===== config.mk =====
export PLATFORM = sky130hd
export DESIGN_NAME = stage_fetch
export DESIGN_NICKNAME = d
export VERILOG_FILES = /design/src/rtl/stage_fetch_pkg.sv /design/src/rtl/stage_fetch_queue.sv /design/src/rtl/stage_fetch.sv
export SDC_FILE = /design/constraint.sdc
export NUM_CORES = 1
export LEC_CHECK = 0
export ABC_AREA = 1
export BUFFER_PORTS_ARGS = -buffer_cell sky130_fd_sc_hd__buf_4
export CAP_MARGIN = 20
export CORE_ASPECT_RATIO = 1.1
export CORE_MARGIN = 8
export CORE_UTILIZATION = 50
export CTS_BUF_LIST = sky130_fd_sc_hd__clkbuf_4 sky130_fd_sc_hd__clkbuf_8
export DETAILED_ROUTE_END_ITERATION = 12
export PLACE_DENSITY = 0.81
export SETUP_SLACK_MARGIN = 0.4
export SYNTH_ARGS = -nofsm -noshare
export SYNTH_HDL_FRONTEND = slang
export SYNTH_HIERARCHICAL = 1
export SYNTH_SLANG_ARGS = --single-unit

===== constraint.sdc =====
create_clock -name clk -period 6.3 [get_ports clk]
set_clock_uncertainty 0.15 [all_clocks]
set_input_delay 0.63 -clock clk [delete_from_list [all_inputs] [get_ports clk]]
set_output_delay 0.63 -clock clk [all_outputs]
set_load 0.03 [all_outputs]

===== src/rtl/stage_fetch_pkg.sv =====
// Shared constants, state encoding and helpers for the instruction-fetch stage.
package stage_fetch_pkg;

    localparam int INSTR_SIZE = 32;

    // addi x0, x0, 0: presented to decode whenever no real instruction is available
    localparam logic [INSTR_SIZE-1:0] NOP_INSTR = 32'h0000_0013;

    localparam logic [INSTR_SIZE-1:0] RESET_PC_DEFAULT = 32'h0000_1000;

    typedef enum logic [1:0] {
        S_REQ   = 2'd0,
        S_WAIT  = 2'd1,
        S_DRAIN = 2'd2
    } fetch_state_t;

    // Force an address onto a word boundary.
    function automatic logic [INSTR_SIZE-1:0] align_word(input logic [INSTR_SIZE-1:0] addr);
        return addr & 32'hFFFF_FFFC;
    endfunction

endpackage


===== src/rtl/stage_fetch_queue.sv =====
// Small FIFO of {pc, instr} pairs between the memory response and the decode
// output register. Flush empties it in one cycle; DEPTH must be a power of two
// so the pointers wrap for free.
module stage_fetch_queue
    import stage_fetch_pkg::*;
#(
    parameter int DEPTH = 2
) (
    input  logic                           clk,
    input  logic                           reset,
    input  logic                           flush,
    input  logic                           push,
    input  logic [INSTR_SIZE-1:0]          push_pc,
    input  logic [INSTR_SIZE-1:0]          push_instr,
    input  logic                           pop,
    output logic [INSTR_SIZE-1:0]          head_pc,
    output logic [INSTR_SIZE-1:0]          head_instr,
    output logic [$clog2(DEPTH):0]         count,
    output logic                           empty
);

    localparam int PTR_W = $clog2(DEPTH);
    localparam int CNT_W = PTR_W + 1;

    logic [INSTR_SIZE-1:0] pc_mem_r    [DEPTH];
    logic [INSTR_SIZE-1:0] instr_mem_r [DEPTH];
    logic [PTR_W-1:0]      wr_ptr_r;
    logic [PTR_W-1:0]      rd_ptr_r;
    logic [CNT_W-1:0]      count_r;
    logic                  full_s;
    logic                  do_push_s;
    logic                  do_pop_s;

    assign full_s     = (count_r == CNT_W'(DEPTH));
    assign empty      = (count_r == {CNT_W{1'b0}});
    assign count      = count_r;
    assign head_pc    = pc_mem_r[rd_ptr_r];
    assign head_instr = instr_mem_r[rd_ptr_r];
    assign do_push_s  = push && !full_s;
    assign do_pop_s   = pop && !empty;

    // Storage, pointers and occupancy; a simultaneous push and pop leaves the count unchanged.
    always_ff @(posedge clk) begin
        if (reset) begin
            wr_ptr_r <= {PTR_W{1'b0}};
            rd_ptr_r <= {PTR_W{1'b0}};
            count_r  <= {CNT_W{1'b0}};
            for (int i = 0; i < DEPTH; i++) begin
                pc_mem_r[i]    <= {INSTR_SIZE{1'b0}};
                instr_mem_r[i] <= NOP_INSTR;
            end
        end else if (flush) begin
            wr_ptr_r <= {PTR_W{1'b0}};
            rd_ptr_r <= {PTR_W{1'b0}};
            count_r  <= {CNT_W{1'b0}};
        end else begin
            if (do_push_s) begin
                pc_mem_r[wr_ptr_r]    <= push_pc;
                instr_mem_r[wr_ptr_r] <= push_instr;
                wr_ptr_r              <= wr_ptr_r + 1'b1;
            end
            if (do_pop_s) begin
                rd_ptr_r <= rd_ptr_r + 1'b1;
            end
            case ({do_push_s, do_pop_s})
                2'b10:   count_r <= count_r + CNT_W'(1);
                2'b01:   count_r <= count_r - CNT_W'(1);
                default: count_r <= count_r;
            endcase
        end
    end

endmodule


===== src/rtl/stage_fetch.sv =====
// Instruction-fetch stage: owns the architectural PC, keeps a single request
// outstanding to instruction memory, buffers responses and feeds decode through
// a registered {pc, instr, valid} interface. A taken branch/jump overrides all.
module stage_fetch
    import stage_fetch_pkg::*;
#(
    parameter logic [INSTR_SIZE-1:0] RESET_PC = RESET_PC_DEFAULT,
    parameter int                    FQ_DEPTH = 2
) (
    input  logic                  clk,
    input  logic                  reset,
    input  logic                  stall_i,
    input  logic                  redirect_i,
    input  logic [INSTR_SIZE-1:0] redirect_pc_i,
    output logic                  imem_req_o,
    output logic [INSTR_SIZE-1:0] imem_addr_o,
    input  logic                  imem_rvalid_i,
    input  logic [INSTR_SIZE-1:0] imem_rdata_i,
    output logic [INSTR_SIZE-1:0] pc_o,
    output logic [INSTR_SIZE-1:0] instr_o,
    output logic                  instr_valid_o
);

    localparam int               CNT_W   = $clog2(FQ_DEPTH) + 1;
    localparam logic [CNT_W-1:0] DEPTH_C = CNT_W'(FQ_DEPTH);

    fetch_state_t          state_r;
    fetch_state_t          state_nxt_s;
    logic [INSTR_SIZE-1:0] pc_r;
    logic [INSTR_SIZE-1:0] pc_nxt_s;

    logic [INSTR_SIZE-1:0] q_head_pc_s;
    logic [INSTR_SIZE-1:0] q_head_instr_s;
    logic [CNT_W-1:0]      q_count_s;
    logic                  q_empty_s;

    logic                  can_issue_s;
    logic                  req_s;
    logic                  push_s;
    logic                  pop_s;

    // A request is only issued when the queue can absorb its response, so the
    // in-flight word always has a slot even if decode stalls meanwhile.
    assign can_issue_s = (q_count_s < DEPTH_C);
    assign req_s       = (state_r == S_REQ) && can_issue_s && !redirect_i && !reset;
    assign push_s      = (state_r == S_WAIT) && imem_rvalid_i && !redirect_i;
    assign pop_s       = !redirect_i && !stall_i && !q_empty_s;

    assign imem_req_o  = req_s;
    assign imem_addr_o = req_s ? pc_r : {INSTR_SIZE{1'b0}};

    stage_fetch_queue #(
        .DEPTH (FQ_DEPTH)
    ) u_queue (
        .clk        (clk),
        .reset      (reset),
        .flush      (redirect_i),
        .push       (push_s),
        .push_pc    (pc_r),
        .push_instr (imem_rdata_i),
        .pop        (pop_s),
        .head_pc    (q_head_pc_s),
        .head_instr (q_head_instr_s),
        .count      (q_count_s),
        .empty      (q_empty_s)
    );

    // Next FSM state; a response that lands in the redirect cycle retires the
    // outstanding request, so the FSM goes straight back to issuing.
    always_comb begin
        state_nxt_s = state_r;
        case (state_r)
            S_REQ: begin
                if (redirect_i) begin
                    state_nxt_s = S_REQ;
                end else if (can_issue_s) begin
                    state_nxt_s = S_WAIT;
                end else begin
                    state_nxt_s = S_REQ;
                end
            end
            S_WAIT: begin
                if (imem_rvalid_i) begin
                    state_nxt_s = S_REQ;
                end else if (redirect_i) begin
                    state_nxt_s = S_DRAIN;
                end else begin
                    state_nxt_s = S_WAIT;
                end
            end
            S_DRAIN: begin
                if (imem_rvalid_i) begin
                    state_nxt_s = S_REQ;
                end else begin
                    state_nxt_s = S_DRAIN;
                end
            end
            default: state_nxt_s = S_REQ;
        endcase
    end

    // Next PC: redirect target wins, otherwise advance one word per accepted response.
    always_comb begin
        pc_nxt_s = pc_r;
        if (redirect_i) begin
            pc_nxt_s = align_word(redirect_pc_i);
        end else if (push_s) begin
            pc_nxt_s = pc_r + 32'd4;
        end else begin
            pc_nxt_s = pc_r;
        end
    end

    // FSM state and architectural PC registers.
    always_ff @(posedge clk) begin
        if (reset) begin
            state_r <= S_REQ;
            pc_r    <= RESET_PC;
        end else begin
            state_r <= state_nxt_s;
            pc_r    <= pc_nxt_s;
        end
    end

    // Decode-facing output register: redirect squashes, stall holds, otherwise pop or bubble.
    always_ff @(posedge clk) begin
        if (reset) begin
            pc_o          <= RESET_PC;
            instr_o       <= NOP_INSTR;
            instr_valid_o <= 1'b0;
        end else if (redirect_i) begin
            instr_o       <= NOP_INSTR;
            instr_valid_o <= 1'b0;
        end else if (stall_i) begin
            pc_o          <= pc_o;
            instr_o       <= instr_o;
            instr_valid_o <= instr_valid_o;
        end else if (!q_empty_s) begin
            pc_o          <= q_head_pc_s;
            instr_o       <= q_head_instr_s;
            instr_valid_o <= 1'b1;
        end else begin
            instr_o       <= NOP_INSTR;
            instr_valid_o <= 1'b0;
        end
    end

endmodule


==> results of run 1 <==
layer usage:
| metal | vias to the layer above | wire [µm] |
|---|---|---|
| li1 | 4006 | - |
| met1 | 3794 | 10700 |
| met2 | 298 | 12400 |
| met3 | 41 | 1920 |
| met4 | 0 | 495 |
| met5 | - | 0 |
state kept, by name (all words and copies together), names as in the netlist, 2 cells and up, named ones only:
register	flops
u_queue/instr_mem_r	64
u_queue/pc_mem_r	64
instr_o	32
pc_o	32
pc_r	30
state_r	2
u_queue/count	2
through the flow:
step	instances	power, mW	util [%]	area, µm²	hold slack (ns)
floorplan	1149	1.80	-	10500	0.317
global placement	1519	1.87	56.9	11700	0.303
detailed placement	1519	1.88	56.9	11700	0.307
CTS	1589	3.25	60.9	12500	0.176
global route	1590	3.33	61.0	12600	0.187
finish	1590	3.22	61.0	12600	0.203
report_power, final:
group / switching [mW] / internal, mW
sequential: 0.0288 / 1.62
clock: 0.576 / 0.786
combinational: 0.126 / 0.0741
worst max-delay path, delay by kind of cell:
kind,cells,cell delay [ns]
buf+inv,4,1.50
simple gates,3,1.65
compound gates,1,0.40
kinds of logic after synthesis:
family	count (synthesis)	synth area share, %
buffers and inverters	187	8.09
AO/OA/AOI/OAI	129	6.64
XOR/XNOR	7	0.586
flip-flops	230	56.3
multiplexers	64	6.89
AND/OR/NAND/NOR	526	21.2
adder cells (fa/ha/maj)	2	0.239
other	1	0.0359
synthesized netlist by cell type (all sizes together):
cell           n
nor2         286
nand2        193
inv          133
edfxtp       128
dfxtp        102
mux2          64
o21ai         59
a21oi         55
buf           38
nand3         37
clkbuf        15
a31oi          8
xor2           7
nand4          6
o22ai          3
ha             2
nor3           2
a21boi         1
a221oi         1
a311oi         1
and3b          1
conb           1
dlygate4sd1    1
nor4           1
o211ai         1
final timing paths:
| check | start | end | slack (ns) | depth (start not counted) |
|---|---|---|---|---|
| worst max-delay path | redirect_i | u_queue/instr_mem_r[0][16] | 2.11 | 8 |
| worst min-delay path | redirect_pc_i[12] | pc_r[12] | 0.20 | 3 |
| worst max register to register | state_r[0] | u_queue/instr_mem_r[0][16] | 2.33 | 8 |
| worst min register to register | instr_o[24] | instr_o[24] | 0.32 | 2 |
final cells by class:
class                      count  area, µm²  area share (%)
sequential                   230       5890            46.9
multi-input combinational    732       3740            29.8
timing repair buffer         169       1290            10.3
clock buffer                  64        787            6.27
inverter                     133        499            3.98
tap                          256        320            2.55
clock inverter                 6       27.5           0.219
==> flow_summary_export.csv, run 1 <==
group,metric,value,unit
status,status,"completed",
critical_path,crit_top_cell,"buf_4",
die,core_area,0.0206,mm²
global_routing,gr-max-usage-layer,"met2",
final_layout,num_antenna_cells,0,
die,dieHeight,168,µm
routing,drcViolationCount,0,
global_routing,use_met2,34.2,%
die,die_w,154,µm
timing,setup_viol,0,
placed_design,dp_hpwl,17200,µm
clocking,clock_latency,0.53,ns
final_layout,num-nets-final,1375,
timing,hold_violations,0,
routing,drt_wl_total,25400,µm
timing,slew_headroom,31.2,%
yosys,synth_area,0.0105,mm²
yosys,ys_seq_area_share,56.3,%
global_routing,antenna_found_initial,0,
timing,tns,0,ns
routing,ant_nets,0,
routing,drt-pass1-iter-count,5,
clocking,holdBufCountCts,0,
die,die_area,0.0258,mm²
critical_path,startpoint_type,"primary input",
routing,drt_iter0_drc,484,
global_routing,use_met3,4.69,%
clocking,cts_tree,"done",
global_routing,track_usage,19.4,%
critical_path,cp_max_fo,63,
timing,fmax,238,MHz
clocking,cts.sinks,230,
clocking,cts_buffers,38,
clocking,cts_root_buf,"clkbuf_8",
worst_hold_path,worstHoldPathType,"in -> reg",
clocking,cts-resized-gates,0,
clocking,htreeDepth,2,
timing,worstMarginPinSlew,1.03,ns
critical_path,cp-end-kind,"register",
power,ir_worst_vdd,113,µV
timing,fin_crit,4.19,ns
routing,num_vias,8139,
timing,slew_violations,0,
timing,rsz0062_at_grt,"false",
final_layout,final_cell_mix,"nor2_1 (268), nand2_1 (183), buf_4 (168), edfxtp_1 (128), inv_1 (126)",
clocking,post_cts_buffers,0,
clocking,max-clock-path-buffers,3,
die,num_rows,55,
final_layout,drive_above_1_share,25.9,%
final_layout,final_common_cell,"nor2_1",
clocking,path_clk_slew,0.07,ns
run,max_cap_viol_count,0,
global_routing,grt_pass1_wl,41100,µm
global_routing,grt_pass1_vias,8330,
yosys,yosysUniqueCellTypes,39,
critical_path,crit_type,"in -> reg",
yosys,yosysTopAreaCellShare,36.8,%
die,pin_count,167,
yosys,yosysTopAreaCell,"edfxtp_1",
critical_path,critPathMaxStageDelay,0.73,ns
critical_path,cp.required,6.33,ns
final_layout,nFillCells,1744,
global_routing,gr-total-overflow,0,
yosys,synth_seq_cells,230,
routing,routedWlPerCell,16.0,µm
yosys,ys_warn_count,6,
global_routing,use_met1,23.0,%
yosys,synth_cells,1146,
yosys,netlist_top_cells_area,"edfxtp_1 (37%), dfxtp_1 (20%), nor2_1 (9.7%)",
critical_path,slowest_stage,"nand2_2",
critical_path,path_cells,"buf_4, inv_1, nand2_1, inv_2, a21boi_4, nand3_4, nand2_2, buf_4",
critical_path,crit_arrival,4.22,ns
timing,fin_ws,2.11,ns
placed_design,portBuffers,162,
placed_design,gp_congestion,0.877,
final_layout,areaGrowthSynthToFinish,20.1,%
timing,finalCritPeriodShare,66.6,%
power,power.density_cell_area,256,mW/mm²
power,leakagePower,5.18,nW
die,initial_utilization,50.8,%
placed_design,dpl_worst_slack,1.58,ns
global_routing,grt_max_degree,64,
yosys,syn_avg_cell_area,9.12,µm²
routing,vias_per_cell,5.12,
(Power assumes the default switching activity.)
==> inputs of run 2 (changes only) <==
ABC_AREA = 0   (was 1)
PLACE_DENSITY = 0.84   (was 0.81)
clock period = 3.54 ns   (was 6.3 ns; I/O delays follow)
==> flow_summary_export.csv, run 2 <==
group,metric,value,unit
clocking,cts_buffers,38,
clocking,cts_tree,"done",
routing,vias_per_cell,5.35,
timing,rsz0062_at_grt,"false",
die,die_area,0.0252,mm²
timing,fmax,344,MHz
global_routing,antenna_found_initial,0,
final_layout,utilization,63.3,%
die,die_w,152,µm
clocking,htreeDepth,2,
placed_design,dp_hpwl,15000,µm
die,num_rows,55,
critical_path,crit_family,"buffers and inverters",
clocking,cts-resized-gates,0,
final_layout,regArea,0.00589,mm²
critical_path,crit_arrival,2.41,ns
routing,num_vias,7471,
timing,slew_violations,0,
clocking,max-clock-path-buffers,3,
final_layout,multiInputGateArea,0.00391,mm²
yosys,yosysTopAreaCell,"edfxtp_1",
routing,drt_iter0_drc,352,
global_routing,grt_pass1_wl,40300,µm
critical_path,startpoint,"reset",
clocking,holdBufCountCts,63,
critical_path,critPathMaxStageDelay,0.54,ns
timing,finalCritPeriodShare,82.2,%
timing,fin_crit,2.91,ns
routing,drt_wl_total,24900,µm
yosys,yosysTopAreaCellShare,37.7,%
die,initial_utilization,50.3,%
critical_path,startpoint_type,"primary input",
yosys,synth-edff-count,128,
final_layout,final_cell_mix,"buf_4 (172), and2_1 (150), edfxtp_1 (128), dfxtp_1 (101), nand2_1 (83)",
power,power.density_cell_area,433,mW/mm²
timing,fin_ws,0.629,ns
timing,hold_violations,0,
yosys,netlist_top_cells_area,"edfxtp_1 (38%), dfxtp_1 (20%), and2_1 (9.2%)",
routing,drcViolationCount,0,
final_layout,nFillCells,1538,
yosys,synth_top_cells_by_count,"and2_1 (150), edfxtp_1 (128), dfxtp_1 (102), nand2_1 (83), mux2_2 (65)",
critical_path,slowest_stage,"dlygate4sd3_1",
yosys,synth_ff_type,"edfxtp_1",
final_layout,areaGrowthSynthToFinish,25.8,%
yosys,post-synth-top-count-cell,"and2_1",
final_layout,num-nets-final,1181,
clocking,path_clk_slew,0.06,ns
critical_path,cp_max_fo,23,
critical_path,cp.required,3.04,ns
die,dieHeight,166,µm
run,max_cap_viol_count,0,
die,pin_count,167,
clocking,post_cts_buffers,0,
power,leakagePower,4.99,nW
global_routing,gr-total-overflow,0,
critical_path,path_buf_inv,5,
yosys,synth_seq_cells,230,
final_layout,num_antenna_cells,0,
placed_design,dpl_worst_slack,0.845,ns
timing,tns,0,ns
routing,ant_nets,0,
clocking,cts_root_buf,"clkbuf_8",
yosys,synth_area,0.0102,mm²
timing,setup_viol,0,
final_layout,drive_above_1_share,28.9,%
routing,drt-pass1-iter-count,4,
timing,worstMarginPinSlew,1.01,ns
yosys,synth_cells,891,
routing,routedWlPerCell,17.8,µm
placed_design,gp_congestion,0.794,
critical_path,crit_top_cell,"buf_4",
global_routing,grt_pass1_vias,7842,
die,core_area,0.0203,mm²
global_routing,track_usage,19.4,%
global_routing,grt_max_degree,65,
power,ir_worst_vdd,284,µV
yosys,ys_warn_count,6,
worst_hold_path,worstHoldPathType,"in -> reg",
status,status,"completed",
placed_design,portBuffers,162,
worst_hold_path,min_from,"redirect_pc_i[30]",
critical_path,cp-end-kind,"primary output",
clocking,cts.sinks,230,
critical_path,path_cells,"dlygate4sd3_1, buf_4, clkinv_1, nand2_1, nor4_2, buf_4, and2_1, buf_4",
final_layout,final_common_cell,"buf_4",
critical_path,crit_type,"in -> out",
critical_path,worstReg2RegStart,"state_r[0]",
yosys,synthArstFlopShare,0,%
timing,slew_headroom,32.5,%
yosys,ys_seq_area_share,57.7,%
yosys,syn_avg_cell_area,11.5,µm²
yosys,yosysUniqueCellTypes,64,
final_layout,top_regs,"u_queue/instr_mem_r x64, u_queue/pc_mem_r x64",
clocking,clock_latency,0.52,ns
run 2: cell type report:
type | count | area share, %
sequential | 230 | 45.9
clock buffer | 52 | 5.04
multi-input combinational | 590 | 30.5
timing repair buffer | 235 | 15.0
inverter | 15 | 0.438
tap | 256 | 2.49
clock inverter | 18 | 0.760
run 2: routing by layer:
metal	global-route usage [%]	vias to the layer above	share of wire (%)
met3	3.93	42	5.4
met5	0	-	0
met4	7.00	0	2.3
met2	35.3	234	51
met1	22.2	3584	41
li1	-	3611	-
run 2: final timing paths:
check | to | slack (ns) | cells past startpoint
worst max-delay path | imem_addr_o[13] | 0.63 | 8
worst min-delay path | pc_r[30] | 0.04 | 3
worst max register to register | u_queue/instr_mem_r[1][8] | 0.86 | 5
worst min register to register | pc_o[4] | 0.30 | 2
run 2: cells by family (layout without fill, tap and decap cells):
logic type	after synthesis	count (layout)	share of synthesized area, %
buf+inv	76	320	4.33
other cells	1	6	0.0367
xor+xnor	12	12	1.03
simple gates	379	379	20.9
compound gates	126	126	8.59
flops	230	230	57.7
mux	65	65	7.17
fa+ha+maj	2	2	0.245
run 2: through the flow:
stage | total power [mW] | instance area [µm²] | hold slack (ns) | cells
finish | 5.56 | 12800 | 0.0381 | 1396
detailed placement | 3.30 | 11500 | 0.299 | 1263
global route | 5.76 | 12800 | 0.0370 | 1396
global placement | 3.29 | 11500 | 0.295 | 1263
floorplan | 3.16 | 10200 | 0.282 | 896
CTS | 5.61 | 12800 | 0.00389 | 1396
run 2: tightest hold or removal path, stage by stage:
cell and delay [ns]:
buf_4 0.08, o211ai_1 0.07, nor3_1 0.14
run 2: power breakdown:
group | total (mW) | leakage (nW) | internal, mW | switching (mW)
combinational | 0.355 | 2.46 | 0.173 | 0.182
clock | 2.25 | 0.391 | 1.20 | 1.05
sequential | 2.95 | 2.14 | 2.89 | 0.0618
total | 5.56 | 4.99 | 4.26 | 1.30
